`src/rtl/param_reservation_station.sv`:
```
// rtl/param_reservation_station.sv - parameterized reservation station with CDB wakeup and oldest-ready issue
// Operands wait on producer labels; the issue pick follows allocation order held in an age matrix.
module param_reservation_station #(
  parameter int DEPTH      = 4,
  parameter int DW         = 32,
  parameter int LW         = 4,
  parameter int OPW        = 6,
  parameter int BASE_LABEL = 1
) (
  input  logic           clk,
  input  logic           nRST,
  input  logic           flush,
  input  logic           WEN,
  input  logic [OPW-1:0] opCode,
  input  logic [DW-1:0]  dataIn1,
  input  logic [DW-1:0]  dataIn2,
  input  logic [LW-1:0]  label1,
  input  logic [LW-1:0]  label2,
  output logic [LW-1:0]  labelAlloc,
  output logic           isFull,
  output logic [3:0]     count,
  input  logic           BCEN,
  input  logic [LW-1:0]  BClabel,
  input  logic [DW-1:0]  BCdata,
  input  logic           EXEable,
  output logic           OutEn,
  output logic [OPW-1:0] opOut,
  output logic [DW-1:0]  dataOut1,
  output logic [DW-1:0]  dataOut2,
  output logic [LW-1:0]  labelOut
);

  localparam int IW = $clog2(DEPTH);

  logic [DEPTH-1:0] valid;
  logic [OPW-1:0]   op_q  [DEPTH];
  logic [DW-1:0]    d1_q  [DEPTH];
  logic [DW-1:0]    d2_q  [DEPTH];
  logic [LW-1:0]    l1_q  [DEPTH];
  logic [LW-1:0]    l2_q  [DEPTH];
  // older[i][j] set means entry i was allocated before entry j; no counter, so nothing wraps
  logic [DEPTH-1:0] older [DEPTH];

  logic [DEPTH-1:0] ready;
  logic [IW-1:0]    free_idx;
  logic             has_free;
  logic [IW-1:0]    sel;
  logic             any_ready;
  logic             blocked;
  logic             bc_hit;
  logic             do_issue;
  logic             do_alloc;

  always_comb begin
    free_idx = '0;
    has_free = 1'b0;
    count    = '0;
    for (int i = DEPTH - 1; i >= 0; i--) begin
      if (!valid[i]) begin
        free_idx = IW'(i);
        has_free = 1'b1;
      end
      count = count + {3'b000, valid[i]};
      ready[i] = valid[i] && (l1_q[i] == '0) && (l2_q[i] == '0);
    end
  end

  assign isFull     = ~has_free;
  assign labelAlloc = has_free ? (LW'(BASE_LABEL) + LW'(free_idx)) : '0;

  always_comb begin
    sel       = '0;
    any_ready = 1'b0;
    blocked   = 1'b0;
    for (int i = 0; i < DEPTH; i++) begin
      blocked = 1'b0;
      for (int j = 0; j < DEPTH; j++) begin
        if (j != i && ready[j] && older[j][i]) blocked = 1'b1;
      end
      if (ready[i] && !blocked && !any_ready) begin
        sel       = IW'(i);
        any_ready = 1'b1;
      end
    end
  end

  assign OutEn    = any_ready;
  assign opOut    = any_ready ? op_q[sel] : '0;
  assign dataOut1 = any_ready ? d1_q[sel] : '0;
  assign dataOut2 = any_ready ? d2_q[sel] : '0;
  assign labelOut = any_ready ? (LW'(BASE_LABEL) + LW'(sel)) : '0;

  assign bc_hit   = BCEN && (BClabel != '0);
  assign do_issue = any_ready && EXEable;
  assign do_alloc = WEN && has_free;

  always_ff @(posedge clk or negedge nRST) begin
    if (!nRST) begin
      valid <= '0;
      for (int i = 0; i < DEPTH; i++) begin
        op_q[i]  <= '0;
        d1_q[i]  <= '0;
        d2_q[i]  <= '0;
        l1_q[i]  <= '0;
        l2_q[i]  <= '0;
        older[i] <= '0;
      end
    end else if (flush) begin
      valid <= '0;
    end else begin
      for (int i = 0; i < DEPTH; i++) begin
        if (valid[i] && bc_hit && l1_q[i] == BClabel) begin
          d1_q[i] <= BCdata;
          l1_q[i] <= '0;
        end
        if (valid[i] && bc_hit && l2_q[i] == BClabel) begin
          d2_q[i] <= BCdata;
          l2_q[i] <= '0;
        end
      end
      if (do_issue) valid[sel] <= 1'b0;
      // The free slot was invalid at the start of the cycle, so it can never be the one issuing
      if (do_alloc) begin
        valid[free_idx] <= 1'b1;
        op_q[free_idx]  <= opCode;
        d1_q[free_idx]  <= (bc_hit && label1 == BClabel) ? BCdata : dataIn1;
        l1_q[free_idx]  <= (bc_hit && label1 == BClabel) ? '0 : label1;
        d2_q[free_idx]  <= (bc_hit && label2 == BClabel) ? BCdata : dataIn2;
        l2_q[free_idx]  <= (bc_hit && label2 == BClabel) ? '0 : label2;
        for (int j = 0; j < DEPTH; j++) older[j][free_idx] <= 1'b1;
        older[free_idx] <= '0;
      end
    end
  end

endmodule
```
`config.mk`:
```
export PLATFORM = sky130hd
export DESIGN_NAME = param_reservation_station
export DESIGN_NICKNAME = d
export VERILOG_FILES = /design/src/rtl/param_reservation_station.sv
export SDC_FILE = /design/constraint.sdc
export NUM_CORES = 1
export LEC_CHECK = 0
export CORE_UTILIZATION = 51
export CTS_BUF_LIST = sky130_fd_sc_hd__clkbuf_8 sky130_fd_sc_hd__clkbuf_16
export CTS_CLUSTER_DIAMETER = 200
export CTS_CLUSTER_SIZE = 16
export DETAILED_ROUTE_END_ITERATION = 10
export GPL_ROUTABILITY_DRIVEN = 0
export PLACE_DENSITY = 0.77
export SETUP_SLACK_MARGIN = 0.02
export SYNTH_ARGS = -nofsm -noshare
export SYNTH_HDL_FRONTEND = slang
export SYNTH_SLANG_ARGS = --single-unit
export TNS_END_PERCENT = 5
```
`constraint.sdc`:
```
create_clock -name clk -period 2.1 [get_ports clk]
set_input_delay 0.315 -clock clk [delete_from_list [all_inputs] [get_ports clk]]
set_output_delay 0.315 -clock clk [all_outputs]
set_load 0.005 [all_outputs]
```
# ---- Word level (Yosys, flattened, before mapping)
# Cells that the tools add are included.
dict set report totals {
  elab_cells 224
  out_inout_bits 84
  ramBits 0
  latchBits 0
  inputBits 120
  mem_bits_ro 0
  reg_bits 332
  mem_count 0
}
dict set report op_classes {
  n_bitwise 13
  div_mod_pow 0
  add_sub_neg 5
  multipliers 0
  n_eq_ne 10
  muxes 100
  n_lt_le_gt_ge 7
  n_reduce_logical 64
  n_shift 0
}
# operator count
set op_table {}
lappend op_table {{two-way mux 32 bit} 25}
lappend op_table {{bitwise mux 128 bit} 2}
lappend op_table {{two-way mux 128 bit} 2}
lappend op_table {{binary-select mux 32 bit (select 2 bit)} 2}
lappend op_table {{two-way mux 4 bit} 23}
lappend op_table {{demux 32 bit (select 2 bit)} 1}
lappend op_table {{logical AND 1 bit} 47}
lappend op_table {{equality test 4 bit} 10}
lappend op_table {{bitwise mux 16 bit} 2}
lappend op_table {{logical NOT 4 bit} 8}
lappend op_table {{two-way mux 16 bit} 2}
lappend op_table {{bitwise mux 24 bit} 1}
lappend op_table {{two-way mux 6 bit} 4}
lappend op_table {{two-way mux 1 bit} 23}
lappend op_table {{bitwise OR 4 bit} 5}
lappend op_table {{AND 16 bit} 1}
lappend op_table {{NOT 16 bit} 1}
lappend op_table {{binary-select mux 6 bit (select 2 bit)} 1}
lappend op_table {{demux 6 bit (select 2 bit)} 1}
lappend op_table {{two-way mux 2 bit} 6}
lappend op_table {{demux 4 bit (select 2 bit)} 1}
lappend op_table {{logical NOT 1 bit} 7}
lappend op_table {{adder 1 x 2 -> 3 bit (first input constant)} 2}
lappend op_table {{greater-or-equal comparator 3 bit (second input constant)} 2}
lappend op_table {{other kinds (14)} 20}

# ---- Longest topological paths before layout
# Gate-level depths: netlist of the first run.
dict set report depth {
  word_depth 30
  mapped_depth 12
  depth_no_buf 9
}

# ---- Worst setup path before layout of the first run
# No wires, ideal clock.
dict set report synth_path {
  path_kind {register to output}
  startpoint {reg l1_q[0] in the netlist's numbering}
  endpoint {out dataOut1[10]}
  t_arrival_ns 1.798
  path_slack_ns -0.013
  required_time_ns 1.785
  path_buffers 1
  stages_incl_launch_ff 8
  cell_sequence {dfrtp_1 > nor4_2 > and3_1 > o2111ai_2 > nor2_4 > buf_6 > a221oi_2 > nor2_1}
}
dict set report synth_between {
  elab_chain_cells 22
}
# element line_no
set synth_lines {}
lappend synth_lines {{start, declared} 39} ;# logic [LW-1:0] l1_q [DEPTH];
lappend synth_lines {{start signal, assigned by index} 127} ;# l1_q[free_idx] <= (bc_hit && label1 == BClabel) ? '0 : label1;
lappend synth_lines {{logical NOT 4 bit *} 64} ;# ready[i] = valid[i] && (l1_q[i] == '0) && (l2_q[i] == '0);
lappend synth_lines {{logical AND 1 bit * (2 in series)} 64}
lappend synth_lines {{logical AND 1 bit} 78} ;# if (j != i && ready[j] && older[j][i]) blocked = 1'b1;
lappend synth_lines {{two-way mux 1 bit} 78}
lappend synth_lines {{logical NOT 1 bit} 80} ;# if (ready[i] && !blocked && !any_ready) begin
lappend synth_lines {{logical AND 1 bit} 80}
lappend synth_lines {{two-way mux 1 bit} 80}
lappend synth_lines {{logical NOT 1 bit} 80}
lappend synth_lines {{[4 not listed]} -}
lappend synth_lines {{two-way mux 1 bit} 80}
lappend synth_lines {{logical NOT 1 bit} 80}
lappend synth_lines {{logical AND 1 bit} 80}
lappend synth_lines {{two-way mux 2 bit} 80}
lappend synth_lines {{NOT 2 -> 3 bit (implied by the code)} 89} ;# assign dataOut1 = any_ready ? d1_q[sel] : '0;
lappend synth_lines {{binary-select mux 32 bit (select 2 bit)} 89}
lappend synth_lines {{two-way mux 32 bit (implied by the code) (2 in series)} 89}
lappend synth_lines {{two-way mux 32 bit *} 89}
lappend synth_lines {{end, declared} 28} ;# output logic [DW-1:0] dataOut1,
# Mark *: on every way between the ends. The rest lies on a longest branch, timed or not. The select of a mux whose other input is x is not followed.

# ---- Worst setup path in the final report of the first run
dict set report layout_path {
  startpoint {reg l2_q[1] in the netlist's numbering}
  endpoint {out dataOut2[10]}
}
dict set report layout_between {
  elab_chain_cells 21
}
# element line_no
set layout_lines {}
lappend layout_lines {{start, declared} 40} ;# logic [LW-1:0] l2_q [DEPTH];
lappend layout_lines {{start signal, assigned by index} 129} ;# l2_q[free_idx] <= (bc_hit && label2 == BClabel) ? '0 : label2;
lappend layout_lines {{logical NOT 4 bit *} 64}
lappend layout_lines {{logical AND 1 bit *} 64}
lappend layout_lines {{logical AND 1 bit} 78}
lappend layout_lines {{two-way mux 1 bit} 78}
lappend layout_lines {{logical NOT 1 bit} 80}
lappend layout_lines {{logical AND 1 bit} 80}
lappend layout_lines {{two-way mux 1 bit} 80}
lappend layout_lines {{logical NOT 1 bit} 80}
lappend layout_lines {{[4 not listed]} -}
lappend layout_lines {{two-way mux 1 bit} 80}
lappend layout_lines {{logical NOT 1 bit} 80}
lappend layout_lines {{logical AND 1 bit} 80}
lappend layout_lines {{two-way mux 2 bit} 80}
lappend layout_lines {{NOT 2 -> 3 bit (implied by the code)} 90} ;# assign dataOut2 = any_ready ? d2_q[sel] : '0;
lappend layout_lines {{binary-select mux 32 bit (select 2 bit)} 90}
lappend layout_lines {{two-way mux 32 bit (implied by the code) (2 in series)} 90}
lappend layout_lines {{two-way mux 32 bit *} 90}
lappend layout_lines {{end, declared} 29} ;# output logic [DW-1:0] dataOut2,
# Marks and branches as above.

==> results of run 1 <==
-- metal layers --
metal  vias to the layer above  track usage, %  routed length (um)
li1                       7253               -                   -
met1                      8619            50.0               24700
met2                      1762            63.8               32500
met3                       486            9.01                9730
met4                         6            26.3                5260
met5                         -               0                  30
-- through the flow --
stage,setup slack [ns],hold WS (ns),instances
final,-1.36,0.289,2603
after global routing,-1.41,0.328,2603
after CTS,-1.10,0.297,2602
after detailed placement,-1.15,0.271,2512
after global placement,-1.11,0.266,2512
after floorplan,0.00879,0.0194,1791
-- critical path, stage by stage, from the launching register on --
cell	delay (ns)
dfrtp_1	0.46
nor4_4	0.38
buf_4	0.18
nand4_1	0.13
nand4_1	0.16
buf_4	0.16
buf_6	0.12
nand2_8	0.13
buf_12	0.19
buf_6	0.12
buf_6	0.12
a221oi_2	0.21
nor2_1	0.07
buf_2	0.13
-- cell usage in the layout (no fill, tap or decap), types with 7 or more instances in the layout --
| master | count |
|---|---|
| a22oi_2 | 35 |
| buf_2 | 53 |
| clkdlybuf4s50_1 | 117 |
| o22ai_1 | 57 |
| dfrtp_1 | 328 |
| a221oi_2 | 58 |
| clkbuf_16 | 25 |
| a22o_1 | 16 |
| mux2_4 | 26 |
| and2b_1 | 25 |
| clkbuf_2 | 17 |
| o21ai_1 | 29 |
| o21ai_0 | 23 |
| nand4_1 | 10 |
| buf_8 | 7 |
| mux2_2 | 8 |
| nand2_2 | 10 |
| buf_12 | 69 |
| buf_6 | 39 |
| nor2_1 | 71 |
| xor2_1 | 35 |
| clkdlybuf4s15_1 | 7 |
| a22oi_1 | 129 |
| mux2i_1 | 30 |
| a221oi_4 | 12 |
| nand2_1 | 479 |
| nor4_2 | 8 |
| buf_4 | 174 |
| o221ai_1 | 82 |
| o22ai_4 | 7 |
| nor2_4 | 9 |
| o221ai_2 | 11 |
| buf_16 | 9 |
| nor2_2 | 10 |
| nor2b_1 | 7 |
-- area by class of cell --
cell class,count,area (um2),share of cell area [%]
Multi-Input combinational cell,1294,9390,39.0
Sequential cell,328,8210,34.1
Timing Repair Buffer,500,5210,21.7
Clock buffer,25,626,2.60
Tap cell,442,553,2.30
Inverter,13,51.3,0.213
Clock inverter,1,8.76,0.0364
-- power by group through the flow --
stage	sequential, mW	clock [mW]	combinational [mW]
5_1_grt	9.38	4.55	5.71
3_3_place_gp	8.94	0	4.25
2_1_floorplan	8.78	0	2.40
3_5_place_dp	9.02	0	4.44
4_1_cts	9.05	4.30	4.78
6_report	9.26	4.36	5.35
-- sequential cells by signal, indices dropped and copies added (netlist names), named ones only --
signal and flops:
older 4, l1_q 16, l2_q 16, d2_q 128
d1_q 128, op_q 24, valid 4
-- repair_timing --
| item | in CTS | in global routing |
|---|---|---|
| hold endpoints to repair | 41 | 0 |
| gates cloned | 10 | 0 |
| buffers inserted | 58 | 3 |
| endpoints found under the setup margin | 367 | 375 |
| pin swaps | 96 | 60 |
| resized for setup | 456 | 162 |
| hold buffers | 1 | 0 |
-- cell families after synthesis --
family | Yosys count | share of synthesized area, %
fa+ha+maj | 7 | 0.555
simple gates | 682 | 17.1
buf+inv | 169 | 5.33
xor+xnor | 40 | 2.04
flops | 328 | 47.9
compound gates | 497 | 22.5
mux | 65 | 4.61
other cells | 1 | 0.0219
-- path summary, 6_finish.rpt --
| kind | to | cells after the start |
|---|---|---|
| max | dataOut2[10] | 13 |
| min | op_q[1]$_DFFE_PN0P_ | 2 |
| min reg2reg | d2_q[78]$_DFFE_PN0N_ | 2 |
| max in group asynchronous | d2_q[47]$_DFFE_PN0N_ | 3 |
| max reg2reg | d1_q[11]$_DFFE_PN0N_ | 12 |
| min in group clk | op_q[6]$_DFFE_PN0P_ | 3 |
==> out/qor.yml, run 1 <==
outcome:
  status: "finished, violations left"
  violations: "setup timing"
critical_path:
  reg2reg_setup_slack_ns: -0.64
  cp_max_fo: 8
  worstPathRequired_ns: 1.78
  r2r_start: "valid[3]$_DFF_PN0_"
  crit_arrival_ns: 3.15
  cp-start-kind: "flip-flop"
  critPathLaunch: "l2_q[1]$_DFFE_PN0N_"
  worstSetupPathType: "reg -> out"
  critPathCaptureType: "output port"
placement:
  dpl-instance-area_um2: 21400
  place_hpwl_mm: 41.0
  numPortBuffers: 200
synth:
  synth.avg_cell_area_um2: 9.58
  synth_top_area_share_pct: 47.9
  synthArstFlopShare_pct: 100
  post_synth_num_cell_types: 57
  netlist_top_cells_area: "dfrtp_1 (48%), nand2_1 (11%), a22oi_1 (7.2%)"
  synth_seq_cells: 328
  yosysTopAreaCell: "dfrtp_1"
  synth_ff_type: "dfrtp_1"
  syn_inst: 1789
  seq_area_frac_synth_pct: 47.9
  synth_edf_count: 0
  syn_area_um2: 17100
  yosysMostFrequentCell: "nand2_1"
  yosys-top-cells-count: "nand2_1 (489), dfrtp_1 (328), a22oi_1 (164)"
  yosys_warnings: 0
timing:
  rsz0062_at_grt: "yes"
  slew_violations: 0
  finalSetupViolations: 282
  fmax_mhz: 289
  setup_tns_ns: -101.84
  worst_pin_slew_ns: 0.908
  period_needed_ns: 3.46
  setup_slack_ns: -1.36
  slew_headroom_pct: 39.5
  fin_crit_sh_pct: 165
  hold_violations: 0
  fin_skew_ns: 0.0200
clocking:
  cts_root_buf: "clkbuf_16"
  numCtsBuffers: 24
  clockBufferDepth: 3
  htreeDepth: 1
  clk_pin_slew_worst_paths_ns: 0.08
  clock-sinks: 328
  clk_latency_ns: 0.55
  cts_tree: "yes"
die:
  placement_rows: 66
  initial_core_util_pct: 52.3
  die_area_um2: 34300
  die_w_um: 185
  core_area_um2: 32800
  ios: 204
  die_height_um: 185
power_and_ir_drop:
  vdd_drop_max_mv: 0.522
  seqPwrFrac_pct: 48.8
  total_power_mw: 19.0
  p_int_mw: 12.6
  leakage_nw: 11.1
  pwr-share-clk_pct: 23.0
  power_frac_comb_pct: 28.2
  power.switching_mw: 6.40
  pwr_density_cell_nw_per_um2: 789
  switching_share_pct: 33.8
route:
  via_per_inst: 6.96
  post-route-drc-count: 0
  num_vias: 18100
  wl_per_cell_um: 27.7
  dr.pass1.iters: 6
  ant_nets: 0
  drt-total-wl_mm: 72.2
  drtIter0Drc: 2530
final_layout:
  post-route-util_pct: 73.3
  final_cell_area_um2: 24000
  synthToLayoutAreaGrowth_pct: 40.3
  layout-drive-gt1-share_pct: 30.7
  n_antenna_cell: 0
  fillers: 2001
  nets: 2288
global_routing:
  grt_pass1_vias: 18500
  grt_pass1_wl_mm: 105
  grt_usage_pct: 40.4
  antenna_found_initial: 3
  grt.overflow.total: 0
  grt_start_max_net_pins: 68
min_path:
  min_path_type: "in -> async"
run:
  maxCapViolCount: 0
(Power assumes the default switching activity.)
==> inputs of run 2 (changes only) <==
Settings changed: CAP_MARGIN from default to 40, GPL_TIMING_DRIVEN from default to 1.
==> results of run 2 <==
Final layout, timing and power as in run 1 (identical DEF).
==> variant: new RTL, flow settings as in run 1 <==
`OPW`: 6 -> 3.
--- a/src/rtl/param_reservation_station.sv
+++ b/src/rtl/param_reservation_station.sv
@@ -5,5 +5,5 @@
   parameter int DW         = 32,
   parameter int LW         = 4,
-  parameter int OPW        = 6,
+  parameter int OPW        = 3,
   parameter int BASE_LABEL = 1
 ) (
Interface: changed (resized opCode and opOut); port bits go from 204 to 198. The function was not compared with the original's and may differ.
==> variant against run 1 <==
  * Critical path type unchanged
  * Die area decreased by 5.8%
  * Sequential cell count decreased by 12
  * Clock skew decreased by 0.0086 ns
  * Wire length decreased by 9.6%
  * First-iteration DRC count increased by 5.4%
  * Critical path depth decreased by 4
  * Cell area decreased by 8.0%
  * Core utilization decreased by 1.6 points
  * Largest cell class unchanged
  * Total power decreased by 6.8%
  * Area after synthesis decreased by 5.9%
  * Worst setup slack improved by 0.18 ns
  * The flow finishes with violations (design-rule violations, negative setup slack)
==> variant: results (changes against run 1) <==
status=finished, violations left (unchanged); failing checks=design-rule violations, negative setup slack (was negative setup slack); main area contributors after synthesis=dfrtp_1, nand2_1, a22oi_1, o221ai_1, o21ai_0 (was dfrtp_1, nand2_1, a22oi_1, o221ai_1, a221oi_1); slew margin rel.=0.524 (was 0.395); Filler cells=2103 (was 2001); buffer share of cell area=0.205 (was 0.217); #FFs+latches synth=316 (was 328); final setup vio count=163 (was 282); DP Wirelength=39500 um (was 41000 um); first-pass GRT wire length=99100 um (was 105000 um); footprint of the multi-input gates=8510 um^2 (was 9390 um^2); CP Max Fanout=9 (was 8); Int Power=11.9 mW (was 12.6 mW); Pre-antenna DRT Iters=11 (was 6); final worst slack=-1.18 ns (was -1.36 ns); Met1 Routed Length=22700 um (was 24700 um); vias in the first global route=17500 (was 18500); worst hold slack=0.230 ns (was 0.289 ns); FF+latch area=7910 um^2 (was 8210 um^2); CTS Buf Count=23 (was 24); M2 GR Usage=0.607 (was 0.638); Residual DRC=14 (was 0); sequential cell area share=0.358 (was 0.341); Clock Skew=0.0114 ns (was 0.0200 ns); FF-to-FF Start=l1_q[10] (was valid[3]); Crit path largest cell delay=0.43 ns (was 0.46 ns); share of cells above drive strength 1=0.277 (was 0.307); nonclk buf count=454 (was 500); clk cell area share=0.0278 (was 0.0264); total negative setup slack=-83.39 ns (was -101.84 ns)
variant: critical path: cells and delay by family (launching register included):
family	cells	cell delay [ns]
buffers and inverters	4	0.77
and+or+nand+nor	4	0.94
DFF	1	0.43
AOI/OAI and AO/OA	1	0.27
variant: kinds of logic after synthesis:
family,synth area share
AO/OA/AOI/OAI,0.237
XOR/XNOR,0.0217
adder cells (fa/ha/maj),0.00590
buffers and inverters,0.0428
flip-flops,0.490
multiplexers,0.0430
other,0.000233
AND/OR/NAND/NOR,0.159
variant: what timing repair did:
item,4_1_cts,5_1_grt
pin swaps,81,61
hold buffers,1,0
endpoints found under the hold margin,71,0
resized for setup,412,148
buffers inserted,33,7
endpoints found under the setup margin,348,372
gates cloned,9,1
variant: worst max path at each step:
stage / to / cells after the start
6_report: labelOut[2] / 9
5_1_grt: labelOut[2] / 9
4_1_cts: dataOut1[17] / 12
3_5_place_dp: dataOut1[18] / 8
3_3_place_gp: dataOut1[18] / 8
2_1_floorplan: dataOut2[11] / 9
